==> config.mk <==
export PLATFORM = sky130hd
export DESIGN_NAME = cfg_bank_arbiter
export DESIGN_NICKNAME = d
export VERILOG_FILES = /design/src/rtl/cfg_bank_arbiter.sv
export SDC_FILE = /design/constraint.sdc
export NUM_CORES = 1
export LEC_CHECK = 0
export ABC_AREA = 1
export BUFFER_PORTS_ARGS = -buffer_cell sky130_fd_sc_hd__buf_2
export CAP_MARGIN = 0
export CORE_MARGIN = 5
export CORE_UTILIZATION = 48
export DETAILED_ROUTE_END_ITERATION = 10
export HOLD_SLACK_MARGIN = 0.06
export PLACE_DENSITY = 0.79
export SYNTH_ARGS = -nofsm -noshare
export SYNTH_HDL_FRONTEND = slang
export SYNTH_SLANG_ARGS = --single-unit
==> constraint.sdc <==
create_clock -name clk -period 1.5 [get_ports clk]
set_input_delay 0.3 -clock clk [delete_from_list [all_inputs] [get_ports clk]]
set_output_delay 0.3 -clock clk [all_outputs]
set_load 0.05 [all_outputs]
==> src/rtl/cfg_bank_arbiter.sv <==
// Round-robin arbiter that shares one config/status register-bank port among NUM_REQ
// requesters. One read or write is in flight at a time (IDLE -> ACCESS -> RESP).
// A requester may hold a lock on the grant for bursts; an idle lock times out.
module cfg_bank_arbiter #(
    parameter int unsigned NUM_REQ      = 2,
    parameter int unsigned ADDR_W       = 4,
    parameter int unsigned REG_W        = 8,
    parameter int unsigned NUM_CFG      = 8,
    parameter int unsigned LOCK_TIMEOUT = 15,
    localparam int unsigned ID_W        = (NUM_REQ > 1) ? $clog2(NUM_REQ) : 1
) (
    input  logic                      clk,
    input  logic                      rst,
    input  logic                      ena,
    input  logic [NUM_REQ-1:0]        req_valid,
    input  logic [NUM_REQ-1:0]        req_we,
    input  logic [NUM_REQ-1:0]        req_lock,
    input  logic [NUM_REQ*ADDR_W-1:0] req_addr,
    input  logic [NUM_REQ*REG_W-1:0]  req_wdata,
    output logic [NUM_REQ-1:0]        req_ready,
    output logic [NUM_REQ-1:0]        rsp_valid,
    output logic [REG_W-1:0]          rsp_rdata,
    output logic                      rsp_err,
    output logic                      bank_we,
    output logic [ADDR_W-1:0]         bank_addr,
    output logic [REG_W-1:0]          bank_wdata,
    input  logic [REG_W-1:0]          bank_rdata,
    output logic [ID_W-1:0]           grant_id
);

    localparam int unsigned TMR_W = (LOCK_TIMEOUT > 0) ? $clog2(LOCK_TIMEOUT + 1) : 1;
    localparam bit          LOCK_EN = (LOCK_TIMEOUT > 0);

    localparam logic [1:0] ST_IDLE   = 2'd0;
    localparam logic [1:0] ST_ACCESS = 2'd1;
    localparam logic [1:0] ST_RESP   = 2'd2;

    // Pointer starts at the last requester so requester 0 wins first after reset.
    localparam logic [ID_W-1:0]  PTR_RST  = ID_W'(NUM_REQ - 1);
    localparam logic [TMR_W-1:0] TMR_LOAD = TMR_W'(LOCK_TIMEOUT);

    logic [1:0]         state;
    logic [ID_W-1:0]    ptr;
    logic               lat_we;
    logic               lat_lock;
    logic               lock_active;
    logic [ID_W-1:0]    lock_owner;
    logic [TMR_W-1:0]   lock_timer;

    logic [NUM_REQ-1:0] eligible;
    logic               win_found;
    logic [ID_W-1:0]    win_id;
    logic               accept;
    logic               addr_cfg;

    // Restrict candidates to the lock owner while a lock is held.
    always_comb begin
        eligible = req_valid;
        if (lock_active) begin
            eligible = req_valid & (NUM_REQ'(1) << lock_owner);
        end
    end

    // Cyclic search for the first eligible requester after the pointer.
    always_comb begin
        int unsigned idx;
        idx       = 0;
        win_found = 1'b0;
        win_id    = '0;
        for (int unsigned k = 1; k <= NUM_REQ; k++) begin
            idx = (32'(ptr) + k) % NUM_REQ;
            if (!win_found && eligible[ID_W'(idx)]) begin
                win_found = 1'b1;
                win_id    = ID_W'(idx);
            end
        end
    end

    // Handshake, response strobe and bank write strobe.
    always_comb begin
        accept    = (state == ST_IDLE) && ena && win_found;
        req_ready = accept ? (NUM_REQ'(1) << win_id) : '0;
        rsp_valid = (state == ST_RESP) ? (NUM_REQ'(1) << grant_id) : '0;
        addr_cfg  = (32'(bank_addr) < NUM_CFG);
        bank_we   = (state == ST_ACCESS) && lat_we && addr_cfg;
    end

    // Transaction FSM; bank_addr/bank_wdata double as the request latch.
    always_ff @(posedge clk or posedge rst) begin
        if (rst) begin
            state      <= ST_IDLE;
            ptr        <= PTR_RST;
            grant_id   <= '0;
            lat_we     <= 1'b0;
            lat_lock   <= 1'b0;
            bank_addr  <= '0;
            bank_wdata <= '0;
            rsp_rdata  <= '0;
            rsp_err    <= 1'b0;
        end else begin
            case (state)
                ST_IDLE: begin
                    if (accept) begin
                        lat_we     <= req_we[win_id];
                        lat_lock   <= LOCK_EN && req_lock[win_id];
                        bank_addr  <= req_addr[win_id*ADDR_W +: ADDR_W];
                        bank_wdata <= req_wdata[win_id*REG_W +: REG_W];
                        ptr        <= win_id;
                        grant_id   <= win_id;
                        state      <= ST_ACCESS;
                    end
                end
                ST_ACCESS: begin
                    rsp_rdata <= lat_we ? '0 : bank_rdata;
                    rsp_err   <= lat_we && !addr_cfg;
                    state     <= ST_RESP;
                end
                ST_RESP: begin
                    state <= ST_IDLE;
                end
                default: begin
                    state <= ST_IDLE;
                end
            endcase
        end
    end

    // Lock ownership and idle timeout; only the owner can be accepted while locked.
    always_ff @(posedge clk or posedge rst) begin
        if (rst) begin
            lock_active <= 1'b0;
            lock_owner  <= '0;
            lock_timer  <= '0;
        end else if (LOCK_EN) begin
            if (accept) begin
                if (req_lock[win_id]) begin
                    lock_active <= 1'b1;
                    lock_owner  <= win_id;
                    lock_timer  <= TMR_LOAD;
                end else if (lock_active) begin
                    // Owner's unlocking transaction; the lock drops when it completes.
                    lock_timer <= TMR_LOAD;
                end
            end else if (state == ST_RESP && !lat_lock) begin
                lock_active <= 1'b0;
            end else if (state == ST_IDLE && lock_active && ena && !req_valid[lock_owner]) begin
                if (lock_timer <= TMR_W'(1)) begin
                    lock_active <= 1'b0;
                    lock_timer  <= '0;
                end else begin
                    lock_timer <= lock_timer - TMR_W'(1);
                end
            end
        end
    end

endmodule

==> flow_summary.ini <==
[synthesis]
yosys_register_bits = 33
syn_inst = 201
syn_area_um2 = 1739
yosys_warnings = 0
syn_avg_cell_area_um2 = 8.653
synthesis.nets = 244
synthDistinctLibCells = 25
synth_seq_area_share_pct = 47.55

[setup_path]
crit_type = reg2out
critPathArrivalTime_ns = 1.43
required_ns = 1.20
critPathMaxFanout = 3
slowest_stage = dfrtp_1
path_cells = inv_2, nand3_4, inv_1, nand2_4, nor2_8, buf_8
critPathTopFamily = flip-flops
cp_num_buf_inv = 3
cp-start-kind = register
critPathMaxStageDelay_ns = 0.46
cp-end-kind = output port

[detailed_routing]
firstDrtPassIters = 4
drc_errors = 0
wl_per_cell_um = 12.80
drt-total-wl_um = 4250
antenna_left = 0
viasPerCell = 4.877
vias = 1619
drtIter0Drc = 168

[clock_network]
clockBufferDepth = 2
insertion_delay_ns = 0.34
cts_root_buf = clkbuf_4
clk_pin_slew_worst_paths_ns = 0.11
htreeDepth = 2
cts_sinks = 33
tritoncts = done
numCtsBuffers = 5

[run]
max_cap_viol_count = 0

[cells_and_area]
n_antenna_cell = 0
area_delta_synth_final_pct = 36.98
post-route-util_pct = 69.74
stdcell_count = 332
nets = 328
drive_above_1_share_pct = 46.85

[floorplan]
io_pins = 68
core_um2 = 3416
die_area_um2 = 4927
row_count = 21
die_w_um = 70.20
start_util_pct = 50.92
die_h_um = 70.20

[power_and_ir_drop]
powerDensity_nw_per_um2 = 2308
leakage_nw = 1.307
ir_drop_v = 0.001637

[run_status]
violations = setup timing
status = complete, but fails checks

[sta]
slew_headroom_pct = 72.63
max_freq_mhz = 576.9
hold_ws_ns = 0.1589
slew_viol_final = 0
worst_slew_pin_slew_ns = 0.4105
hold_violations = 0
min_period_over_period_pct = 115.6
min_period_ns = 1.733
setup_violations = 5
fin_skew_ns = 0.007049
rsz0062_at_grt = yes
fin_ws_ns = -0.2334

[global_routing]
grt.total_usage_pct = 18.07
grt_busiest_layer = met2
grt_pass1_vias = 1659
use_met2_pct = 29.17
grt_pass1_wl_um = 7224
grt_util_met3_pct = 4.304
grt_overflow_total = 0
grt_max_degree = 34
use_met1_pct = 23.84
antenna_found_initial = 0

[place]
io_buffer_count = 67
placed_cells = 319
gp_congestion = 0.8171
hpwl_um = 3096

[hold_path]
hold_class = in2reg
==> registers in the layout (all words and copies together) (netlist names), 2 cells and up <==
| signal | cells |
|---|---|
| bank_wdata | 8 |
| state | 2 |
| bank_addr | 4 |
| rsp_rdata | 8 |
| lock_timer | 4 |
==> path summary, 6_finish.rpt <==
check                                          from                        end  slack (ns)  depth (start not counted)
min in group asynchronous                       rst   rsp_rdata[2]$_DFFE_PP0N_        0.60                          4
min                                    req_wdata[7]  bank_wdata[7]$_DFFE_PP0P_        0.16                          3
max in group asynchronous                       rst            ptr$_DFFE_PP1P_        0.57                          4
max                            state[1]$_DFFE_PP0P_               req_ready[0]       -0.23                          6
max reg2reg                    state[1]$_DFFE_PP0P_         lat_we$_DFFE_PP0P_        0.09                          8
min reg2reg                rsp_rdata[3]$_DFFE_PP0N_   rsp_rdata[3]$_DFFE_PP0N_        0.49                          2
==> cell usage in the layout, fill, tap and decap left out, types with 2 or more instances in the layout <==
cell type / netlist / routed
nor2_4: 1 / 4
nand2_1: 67 / 64
nand3_2: 11 / 10
buf_6: 2 / 4
buf_2: 1 / 62
nor2_2: 0 / 2
nand3_1: 25 / 25
nor2_1: 7 / 2
nand2_4: 2 / 3
ha_1: 2 / 2
nand2_2: 14 / 16
dfrtp_1: 32 / 32
nand3_4: 1 / 2
clkbuf_4: 0 / 5
inv_1: 15 / 14
o21ai_0: 7 / 6
clkinv_1: 2 / 2
buf_8: 0 / 3
o211ai_1: 2 / 2
inv_2: 2 / 3
buf_4: 0 / 11
o21ai_2: 1 / 2
==> area by class of cell <==
type	instances	area, um^2
well taps	46	57.56
fillers	287	1033
inverters	20	77.57
clock inverters	2	37.54
repair buffers	81	493.0
multi-input cells	144	838.3
flip-flops and latches	33	827.0
clock buffers	6	51.30
==> cells in the mapped netlist <==
cell type,instances,share of area [%]
nand3_1,25,7.2
nand3_4,1,1.0
nand2_4,2,1.3
inv_2,2,0.43
inv_4,1,0.36
nand2_2,14,5.0
o21ai_0,7,2.0
buf_6,2,1.3
clkinv_1,2,0.43
nand3_2,11,6.3
xnor2_1,1,0.50
ha_1,2,1.4
dfstp_2,1,1.5
nand2_1,67,14
buf_2,1,0.29
buf_12,1,1.2
dfrtp_1,32,46
inv_1,15,3.2
a21oi_4,1,0.94
o211ai_1,2,0.86
nor2_8,1,1.2
nand4_1,1,0.36
nor2_1,7,1.5
o21ai_2,1,0.50
nor2_4,1,0.65
==> metal layers <==
layer  wire (um)  part of all wire, %  up-vias
li1            -                    -      808
met1        1905                   45      748
met2        2036                   48       56
met3         241                  5.7        7
met4          66                  1.6        0
met5           0                    0        -
==> per-stage QoR <==
step | power, W | TNS (ns) | setup WS (ns) | cell area (um^2)
final | 0.005499 | -0.6617 | -0.2334 | 2382
after global routing | 0.005873 | -0.9332 | -0.3028 | 2382
after CTS | 0.005394 | -0.6650 | -0.2385 | 2311
after detailed placement | 0.004588 | 0 | 0.04447 | 2160
after global placement | 0.004519 | 0 | 0.06856 | 2160
after floorplan | 0.003891 | -0.01562 | -0.01182 | 1747
==> cells by family (layout without fill, tap and decap cells) <==
logic type | after synthesis | after routing | share of synthesized area, %
simple gates | 130 | 130 | 38.99
flops | 33 | 33 | 47.55
buf+inv | 24 | 109 | 7.194
compound gates | 11 | 11 | 4.316
fa+ha+maj | 2 | 2 | 1.439
xor+xnor | 1 | 1 | 0.5037
==> tightest hold or removal path: stages <==
cell and delay [ns]:
buf_2 0.08, nand2_2 0.05, nand3_2 0.04
==> where the power goes <==
group	total, W	internal (W)	leakage [nW]	switching [W]
logic	0.00319	0.000962	0.852	0.00223
clock network	0.000713	0.000396	0.0445	0.000317
registers	0.00159	0.00131	0.411	0.000282
total	0.00550	0.00267	1.31	0.00283
==> timing repair <==
action	4_1_cts	5_1_grt
buffers inserted	2	2
resized for setup	13	15
setup endpoints to repair	5	8
hold endpoints to repair	32	0
pin swaps	4	7
hold buffers	1	0
No activity file was read; power rests on OpenSTA's default activity.
